**src/rtl/fp_to_int.sv**
```systemverilog
// rtl/fp_to_int.sv - IEEE-754 single to 32-bit integer converter, round toward zero, stb/ack handshake
module fp_to_int #(
   parameter bit OUT_UNSIGNED = 1'b0
) (
   input  logic        clk,
   input  logic        rst,
   input  logic [31:0] input_a,
   input  logic        input_a_stb,
   output logic        input_a_ack,
   output logic [31:0] output_z,
   output logic        output_z_nv,
   output logic        output_z_nx,
   output logic        output_z_stb,
   input  logic        output_z_ack
);

   typedef enum logic [2:0] {GET_A, UNPACK, SPECIAL, CONVERT, PUT_Z} state_t;

   state_t             state, state_n;
   logic [31:0]        a, a_n;
   logic               s, s_n;
   logic signed [9:0]  e, e_n;
   logic [23:0]        m, m_n;
   logic               special, special_n;
   logic [31:0]        sat_val, sat_val_n;
   logic               sat_nv, sat_nv_n;
   logic               sat_nx, sat_nx_n;
   logic               ack_n, stb_n, nv_n, nx_n;
   logic [31:0]        z_n;

   logic               ge23;
   logic [4:0]         sh;
   logic [31:0]        mag, norm_r, lost_mask;
   logic               norm_nx;

   // Normal-range magnitude: left shift when the exponent reaches the fraction width, else truncate
   always_comb begin
      ge23      = (e >= 10'sd23);
      sh        = ge23 ? (e[4:0] - 5'd23) : (5'd23 - e[4:0]);
      mag       = {8'd0, m};
      lost_mask = (32'd1 << sh) - 32'd1;
      norm_r    = ge23 ? (mag << sh) : (mag >> sh);
      norm_nx   = ge23 ? 1'b0 : |(mag & lost_mask);
   end

   // Next-state and next-register values for the whole pipeline of phases
   always_comb begin
      state_n   = state;
      a_n       = a;
      s_n       = s;
      e_n       = e;
      m_n       = m;
      special_n = special;
      sat_val_n = sat_val;
      sat_nv_n  = sat_nv;
      sat_nx_n  = sat_nx;
      ack_n     = input_a_ack;
      stb_n     = output_z_stb;
      z_n       = output_z;
      nv_n      = output_z_nv;
      nx_n      = output_z_nx;
      unique case (state)
         GET_A: begin
            ack_n = 1'b1;
            if (input_a_stb && input_a_ack) begin
               a_n     = input_a;
               ack_n   = 1'b0;
               state_n = UNPACK;
            end
         end
         UNPACK: begin
            s_n     = a[31];
            e_n     = $signed({2'b00, a[30:23]}) - 10'sd127;
            m_n     = {(a[30:23] != 8'd0), a[22:0]};
            state_n = SPECIAL;
         end
         SPECIAL: begin
            special_n = 1'b1;
            sat_val_n = 32'd0;
            sat_nv_n  = 1'b0;
            sat_nx_n  = 1'b0;
            if (a[30:23] == 8'hFF) begin
               sat_nv_n = 1'b1;
               if (a[22:0] != 23'd0 || !s)
                  sat_val_n = OUT_UNSIGNED ? 32'hFFFF_FFFF : 32'h7FFF_FFFF;
               else
                  sat_val_n = OUT_UNSIGNED ? 32'h0000_0000 : 32'h8000_0000;
            end else if (a[30:23] == 8'd0) begin
               // Zero is exact; a denormal truncates to zero inexactly
               sat_nx_n = (a[22:0] != 23'd0);
            end else if (e < 10'sd0) begin
               sat_nx_n = 1'b1;
            end else if (OUT_UNSIGNED) begin
               if (s) begin
                  sat_nv_n = 1'b1;
               end else if (e >= 10'sd32) begin
                  sat_nv_n  = 1'b1;
                  sat_val_n = 32'hFFFF_FFFF;
               end else begin
                  special_n = 1'b0;
               end
            end else begin
               if (e >= 10'sd31) begin
                  // -2^31 is the one value at this magnitude that is representable
                  if (a == 32'hCF00_0000) begin
                     sat_val_n = 32'h8000_0000;
                  end else begin
                     sat_nv_n  = 1'b1;
                     sat_val_n = s ? 32'h8000_0000 : 32'h7FFF_FFFF;
                  end
               end else begin
                  special_n = 1'b0;
               end
            end
            state_n = CONVERT;
         end
         CONVERT: begin
            if (special) begin
               z_n  = sat_val;
               nv_n = sat_nv;
               nx_n = sat_nx;
            end else begin
               z_n  = (!OUT_UNSIGNED && s) ? -norm_r : norm_r;
               nv_n = 1'b0;
               nx_n = norm_nx;
            end
            state_n = PUT_Z;
         end
         PUT_Z: begin
            if (!output_z_stb) begin
               stb_n = 1'b1;
            end else if (output_z_ack) begin
               stb_n   = 1'b0;
               state_n = GET_A;
            end
         end
         default: state_n = GET_A;
      endcase
   end

   // State and output registers with synchronous active-low reset
   always_ff @(posedge clk) begin
      if (!rst) begin
         state        <= GET_A;
         a            <= 32'd0;
         s            <= 1'b0;
         e            <= 10'sd0;
         m            <= 24'd0;
         special      <= 1'b0;
         sat_val      <= 32'd0;
         sat_nv       <= 1'b0;
         sat_nx       <= 1'b0;
         input_a_ack  <= 1'b0;
         output_z_stb <= 1'b0;
         output_z     <= 32'd0;
         output_z_nv  <= 1'b0;
         output_z_nx  <= 1'b0;
      end else begin
         state        <= state_n;
         a            <= a_n;
         s            <= s_n;
         e            <= e_n;
         m            <= m_n;
         special      <= special_n;
         sat_val      <= sat_val_n;
         sat_nv       <= sat_nv_n;
         sat_nx       <= sat_nx_n;
         input_a_ack  <= ack_n;
         output_z_stb <= stb_n;
         output_z     <= z_n;
         output_z_nv  <= nv_n;
         output_z_nx  <= nx_n;
      end
   end

endmodule

```
**config.mk**
```make
export PLATFORM = sky130hd
export DESIGN_NAME = fp_to_int
export DESIGN_NICKNAME = d
export VERILOG_FILES = /design/src/rtl/fp_to_int.sv
export SDC_FILE = /design/constraint.sdc
export NUM_CORES = 1
export LEC_CHECK = 0
export ABC_AREA = 1
export BUFFER_PORTS_ARGS = -buffer_cell sky130_fd_sc_hd__buf_2
export CORE_UTILIZATION = 40
export DETAILED_ROUTE_END_ITERATION = 6
export SLEW_MARGIN = 10
export SYNTH_ARGS = -nofsm -noshare
export SYNTH_HDL_FRONTEND = slang
export SYNTH_SLANG_ARGS = --single-unit
```
**constraint.sdc**
```tcl
create_clock -name clk -period 2.8 [get_ports clk]
set_input_delay 0.14 -clock clk [delete_from_list [all_inputs] [get_ports clk]]
set_output_delay 0.14 -clock clk [all_outputs]
set_load 0.03 [all_outputs]
```
; ---- Yosys cells after proc, flatten, opt, wreduce, memory -nomap -nowiden
; Index checks and enable logic that the tools add are counted.
[word_totals]
ff_bits = 141
latchBits = 0
mem_bits_rw = 0
rom_bits = 0
out_inout_bits = 36
word_cells = 78
memories = 0
[classes]
add_sub_neg = 5
mul = 0
n_div = 0
order_cmp = 3
n_eq_ne = 9
n_shift = 3
n_mux = 33
bitwise = 1
n_reduce_logical = 10
[op_table]
columns = cell, count
row1 = $mux 32, 10
row2 = $and 24x32->32, 1
row3 = $eq 32x32->1 const B, 1
row4 = $neg 32->32, 1
row5 = $reduce_or 32->1, 1
row6 = $shl 1x5->32 const A, 1
row7 = $shl 24x5->32, 1
row8 = $shr 24x5->32, 1
row9 = $sub 32x1->32 const B, 1
row10 = $reduce_bool 23->1, 1
row11 = $ge 10x6->1 const B, 2
row12 = $mux 1, 18
row13 = $pmux 3 s5, 1
row14 = $lt 10x1->1 const B, 1
row15 = $mux 3, 3
row16 = $sub 8x7->9 const B, 1
row17 = $eq 8x8->1 const B, 1
row18 = $logic_not 8->1, 1
row19 = $reduce_bool 8->1, 1
row20 = $eq 3x2->1 const B, 2
row21 = $ne 2x2->1 const B, 3
row22 = $mux 5, 1
row23 = $sub 5x5->5 const A, 1
row24 = $sub 5x5->5 const B, 1
row25 = 8 further kinds, 8

; ---- Longest topological paths before layout
[depth]
ltp_word = 8
depth_mapped = 27
ltp_nobuf = 26

; ---- Worst setup path before layout
; OpenSTA, ideal clock, no wires.
[synth_timing]
path_kind = flip-flop to flip-flop
startpoint = register e[1]
endpoint = register output_z[28]
setup_time_ps = 70
arrival_ps = 2913
slack_ps = -183
stages_incl_launch_ff = 25
path_buffers = 2
cell_sequence = dfxtp_1 > ha_1 > nand2_2 > nand2_2 > nand2_4 > nand2_8 > nand2_8 > buf_6 > o21ai_4 > buf_6 > nand2_1 > nand3_1 > nand2_1 > clkinv_1 > nor2_1 > nor2_2 > ha_1 > nand3_2 > nor2_2 > nand3_2 > nand2_2 > nand3_1 > nand2_1 > nand3_1 > a21oi_1
[synth_via]
elab_chain_len = 7
[synth_lines]
columns = item, line
row1 = from (decl), 22  ; logic signed [9:0] e, e_n;
row2 = from (signal assigned), 162  ; e <= e_n;
row3 = $ge 10x6->1 or $sub 5x5->5 (tied branches), "38, 39"
row4 = $mux 5, 39  ; sh = ge23 ? (e[4:0] - 5'd23) : (5'd23 - e[4:0]);
row5 = $shr 24x5->32 or $shl 24x5->32 (tied branches), 42  ; norm_r = ge23 ? (mag << sh) : (mag >> sh);
row6 = $mux 32 (*), 42
row7 = $neg 32->32, 123  ; z_n = (!OUT_UNSIGNED && s) ? -norm_r : norm_r;
row8 = $mux 32 (*), 123
row9 = $mux 32 (*), 118  ; if (special) begin
row10 = to (signal assigned), 170  ; output_z <= z_n;
row11 = to (decl), 10  ; output logic [31:0] output_z,
; Every way passes the cells marked *; elsewhere a longest branch is shown, timed or not.
; A chain may end at the register's enable or synchronous reset.

; ---- Worst setup path after layout
[layout_timing]
startpoint = register e[0]
endpoint = register output_z[26]
; Same word-level chain as after synthesis.

==> flow_summary.json <==
{
  "r2r-start": "e[0]$_SDFFE_PN0P_",
  "slew-limit-headroom": 0.345,
  "finalHoldViolations": 0,
  "ios": 72,
  "grt_pass1_vias": 10989,
  "cts_max_path_buffers": 2,
  "drt_first_pass_iters": 7,
  "die_area_um2": 23600,
  "tns_ns": -8.37,
  "drive_gt1_frac": 0.321,
  "overflow": 0,
  "die_h_um": 153,
  "crit_arrival_ns": 3.48,
  "cts_root_buffer": "clkbuf_16",
  "crit_path_end_kind": "flip-flop",
  "path_clk_slew_ns": 0.08,
  "h-tree-depth": 3,
  "syn-num-nets": 1627,
  "rows": 55,
  "grt_max_degree": 51,
  "setup_viol": 30,
  "hpwlAfterDp_um": 26800,
  "max_cap_viol_count": 0,
  "rsz0062_at_grt": "yes",
  "ys_types": 47,
  "crit_required_ns": 3.05,
  "rrSetupSlack_ns": -0.43,
  "diodes": 0,
  "drtIter0Drc": 893,
  "finish.instance_area_um2": 13200,
  "syn_inst": 1584,
  "core_um2": 22600,
  "rr_worst_depth": 27,
  "placed_area_um2": 11500,
  "status": "complete, but fails checks",
  "yosys_warnings": 0,
  "period_needed_ns": 3.23,
  "nNetsFinal": 1921,
  "worstSetupStartpointType": "flip-flop",
  "synth_ff_type": "dfxtp_1",
  "antenna_found_initial": 0,
  "antenna_left": 0,
  "numCtsBuffers": 9,
  "ys_ff_latch": 110,
  "r2r_end": "output_z[26]$_SDFFE_PN0P_",
  "async_reset_ff_frac": 0,
  "tritoncts": "done",
  "synth.avg_cell_area_um2": 5.79,
  "finalWorstSetupSlack_ns": -0.431,
  "clock_latency_ns": 0.37,
  "track_usage": 0.302,
  "wl_um": 35900,
  "violations": "DRC, setup timing",
  "critPathKind": "flip-flop to flip-flop",
  "portBuffers": 71,
  "holdPathStages": 3,
  "tightestPinTransition_ns": 0.982,
  "clock_sinks": 110,
  "vias": 11688,
  "skew_ns": 0.0178,
  "crit_fanout": 7,
  "start_util": 0.407,
  "seq_area_frac_synth": 0.240,
  "gp_congestion": 0.987,
  "drt-vias-per-instance": 5.39,
  "area_growth_pct": 44.1,
  "grt_pass1_wl_um": 56900,
  "wl_per_cell_um": 16.6,
  "post-route-period-util": 1.15,
  "hold_class": "input pin to flip-flop",
  "slew_viol_final": 0,
  "whs_endpoint": "a[2]$_SDFFE_PN0P_",
  "synth_area_um2": 9180,
  "die_w_um": 153,
  "hp-start": "input_a[2]",
  "fmax_ghz": 0.310,
  "synth_edf_count": 0,
  "drc": 2
}
metrics by stage:
| step | instances | util | setup WS, ns | hold slack [ns] |
|---|---|---|---|---|
| 2_1_floorplan | 1584 | - | -0.0188 | 0.275 |
| 3_3_place_gp | 2106 | 0.511 | -0.516 | 0.362 |
| 4_1_cts | 2153 | 0.560 | -0.312 | 0.00542 |
| 6_report | 2168 | 0.586 | -0.431 | 0.0190 |
| 5_1_grt | 2168 | 0.586 | -0.548 | 0.0295 |
| 3_5_place_dp | 2106 | 0.511 | -0.554 | 0.368 |
cell type report:
cell class / count / area [um2]
Clock buffer: 9 / 225
Clock inverter: 7 / 75.1
Fill cell: 2255 / 9350
Inverter: 168 / 652
Multi-Input combinational cell: 1228 / 6800
Sequential cell: 110 / 2210
Tap cell: 285 / 357
Timing Repair Buffer: 361 / 2900
per-layer routing:
layer | wire length [um] | global-route usage | share of wire
met5 | 0 | 0 | 0
met4 | 1060 | 0.104 | 0.030
met3 | 2500 | 0.0510 | 0.069
met2 | 15800 | 0.478 | 0.44
met1 | 16500 | 0.414 | 0.46
cells by family (layout without fill, tap and decap cells):
family | count (synthesis) | in the layout | share of synthesized area
AO/OA/AOI/OAI | 321 | 321 | 0.185
XOR/XNOR | 7 | 7 | 0.00668
adder cells (fa/ha/maj) | 7 | 7 | 0.00954
buffers and inverters | 250 | 545 | 0.117
flip-flops | 110 | 110 | 0.240
AND/OR/NAND/NOR | 889 | 893 | 0.442
registers in the layout, summed over array words and instances, names as in the netlist, 2 cells and up:
| register | cells |
|---|---|
| a | 32 |
| e | 9 |
| m | 24 |
| output_z | 32 |
| sat_val | 2 |
| state | 3 |
cell usage after synthesis (4+ instances only):
library cell / n / area share
a21oi_1: 126 / 0.069
a31oi_1: 5 / 0.0034
buf_2: 11 / 0.0060
buf_4: 10 / 0.0082
buf_6: 8 / 0.0098
clkbuf_1: 49 / 0.020
dfxtp_1: 110 / 0.24
ha_1: 7 / 0.0095
inv_1: 158 / 0.065
inv_4: 4 / 0.0027
nand2_1: 397 / 0.16
nand2_2: 10 / 0.0068
nand2_4: 8 / 0.0098
nand3_1: 240 / 0.13
nand3_2: 10 / 0.011
nand3b_1: 5 / 0.0041
nand4_1: 29 / 0.020
nor2_1: 146 / 0.060
nor2_2: 14 / 0.0095
nor2_4: 4 / 0.0049
nor3_1: 9 / 0.0049
nor4_1: 5 / 0.0034
o211ai_1: 4 / 0.0033
o21ai_0: 156 / 0.085
o21ai_1: 9 / 0.0049
o21bai_1: 7 / 0.0057
xor2_1: 6 / 0.0057
how the worst max path moves through the flow:
stage / endpoint / from / cells after the start
floorplan: output_z[28]$_SDFFE_PN0P_ / e[1]$_SDFFE_PN0P_ / 24
global placement: output_z_nx$_SDFFE_PN0P_ / e[0]$_SDFFE_PN0P_ / 27
detailed placement: output_z_nx$_SDFFE_PN0P_ / e[0]$_SDFFE_PN0P_ / 27
CTS: output_z_nx$_SDFFE_PN0P_ / e[0]$_SDFFE_PN0P_ / 28
global route: output_z[31]$_SDFFE_PN0P_ / e[0]$_SDFFE_PN0P_ / 28
finish: output_z[26]$_SDFFE_PN0P_ / e[0]$_SDFFE_PN0P_ / 27
worst max-delay path: stages (launching register included):
cell	delay, ns
dfxtp_4	0.37
ha_4	0.14
nand2_4	0.06
nand2_4	0.07
nand2_4	0.06
nand2_8	0.09
nand2_8	0.09
buf_12	0.16
nand2_8	0.05
o21ai_4	0.06
buf_12	0.14
nor2_4	0.25
buf_4	0.18
buf_6	0.09
nand3_2	0.07
nand2_2	0.07
o21ai_1	0.08
buf_4	0.17
inv_1	0.07
nand2_1	0.09
nor2_2	0.16
nand3b_1	0.15
nor2_2	0.13
nand2_1	0.08
nand2_1	0.06
nand2_1	0.05
nand3_1	0.06
a21oi_1	0.06
cell usage in the layout (no fill, tap or decap), drive strengths merged:
master and n:
and2 3, xnor2 1, o31ai 2, nor3 11
a41oi 1, a21boi 1, and3 1, clkinv 5
o2111ai 3, a31oi 5, nand3 252, nand2 421
o21ai 169, dlygate4sd3 6, or2 2, ha 7
nand4 29, inv 169, a22oi 1, o211ai 4
a21o 1, nor2 164, clkbuf 11, dfxtp 110
nand3b 5, clkinvlp 1, buf 353, nor4 5
a21oi 126, o21bai 7, xor2 6, o221ai 1
what timing repair did:
action / 4_1_cts / 5_1_grt
gates cloned: 3 / 3
hold buffers: 6 / 0
pin swaps: 53 / 50
endpoints found under the setup margin: 30 / 32
endpoints found under the hold margin: 6 / 0
gates resized for setup: 149 / 99
setup buffers: 23 / 14
Power is not shown: default switching activity piles up to over one toggle a cycle in this logic, so the estimate is an artifact.
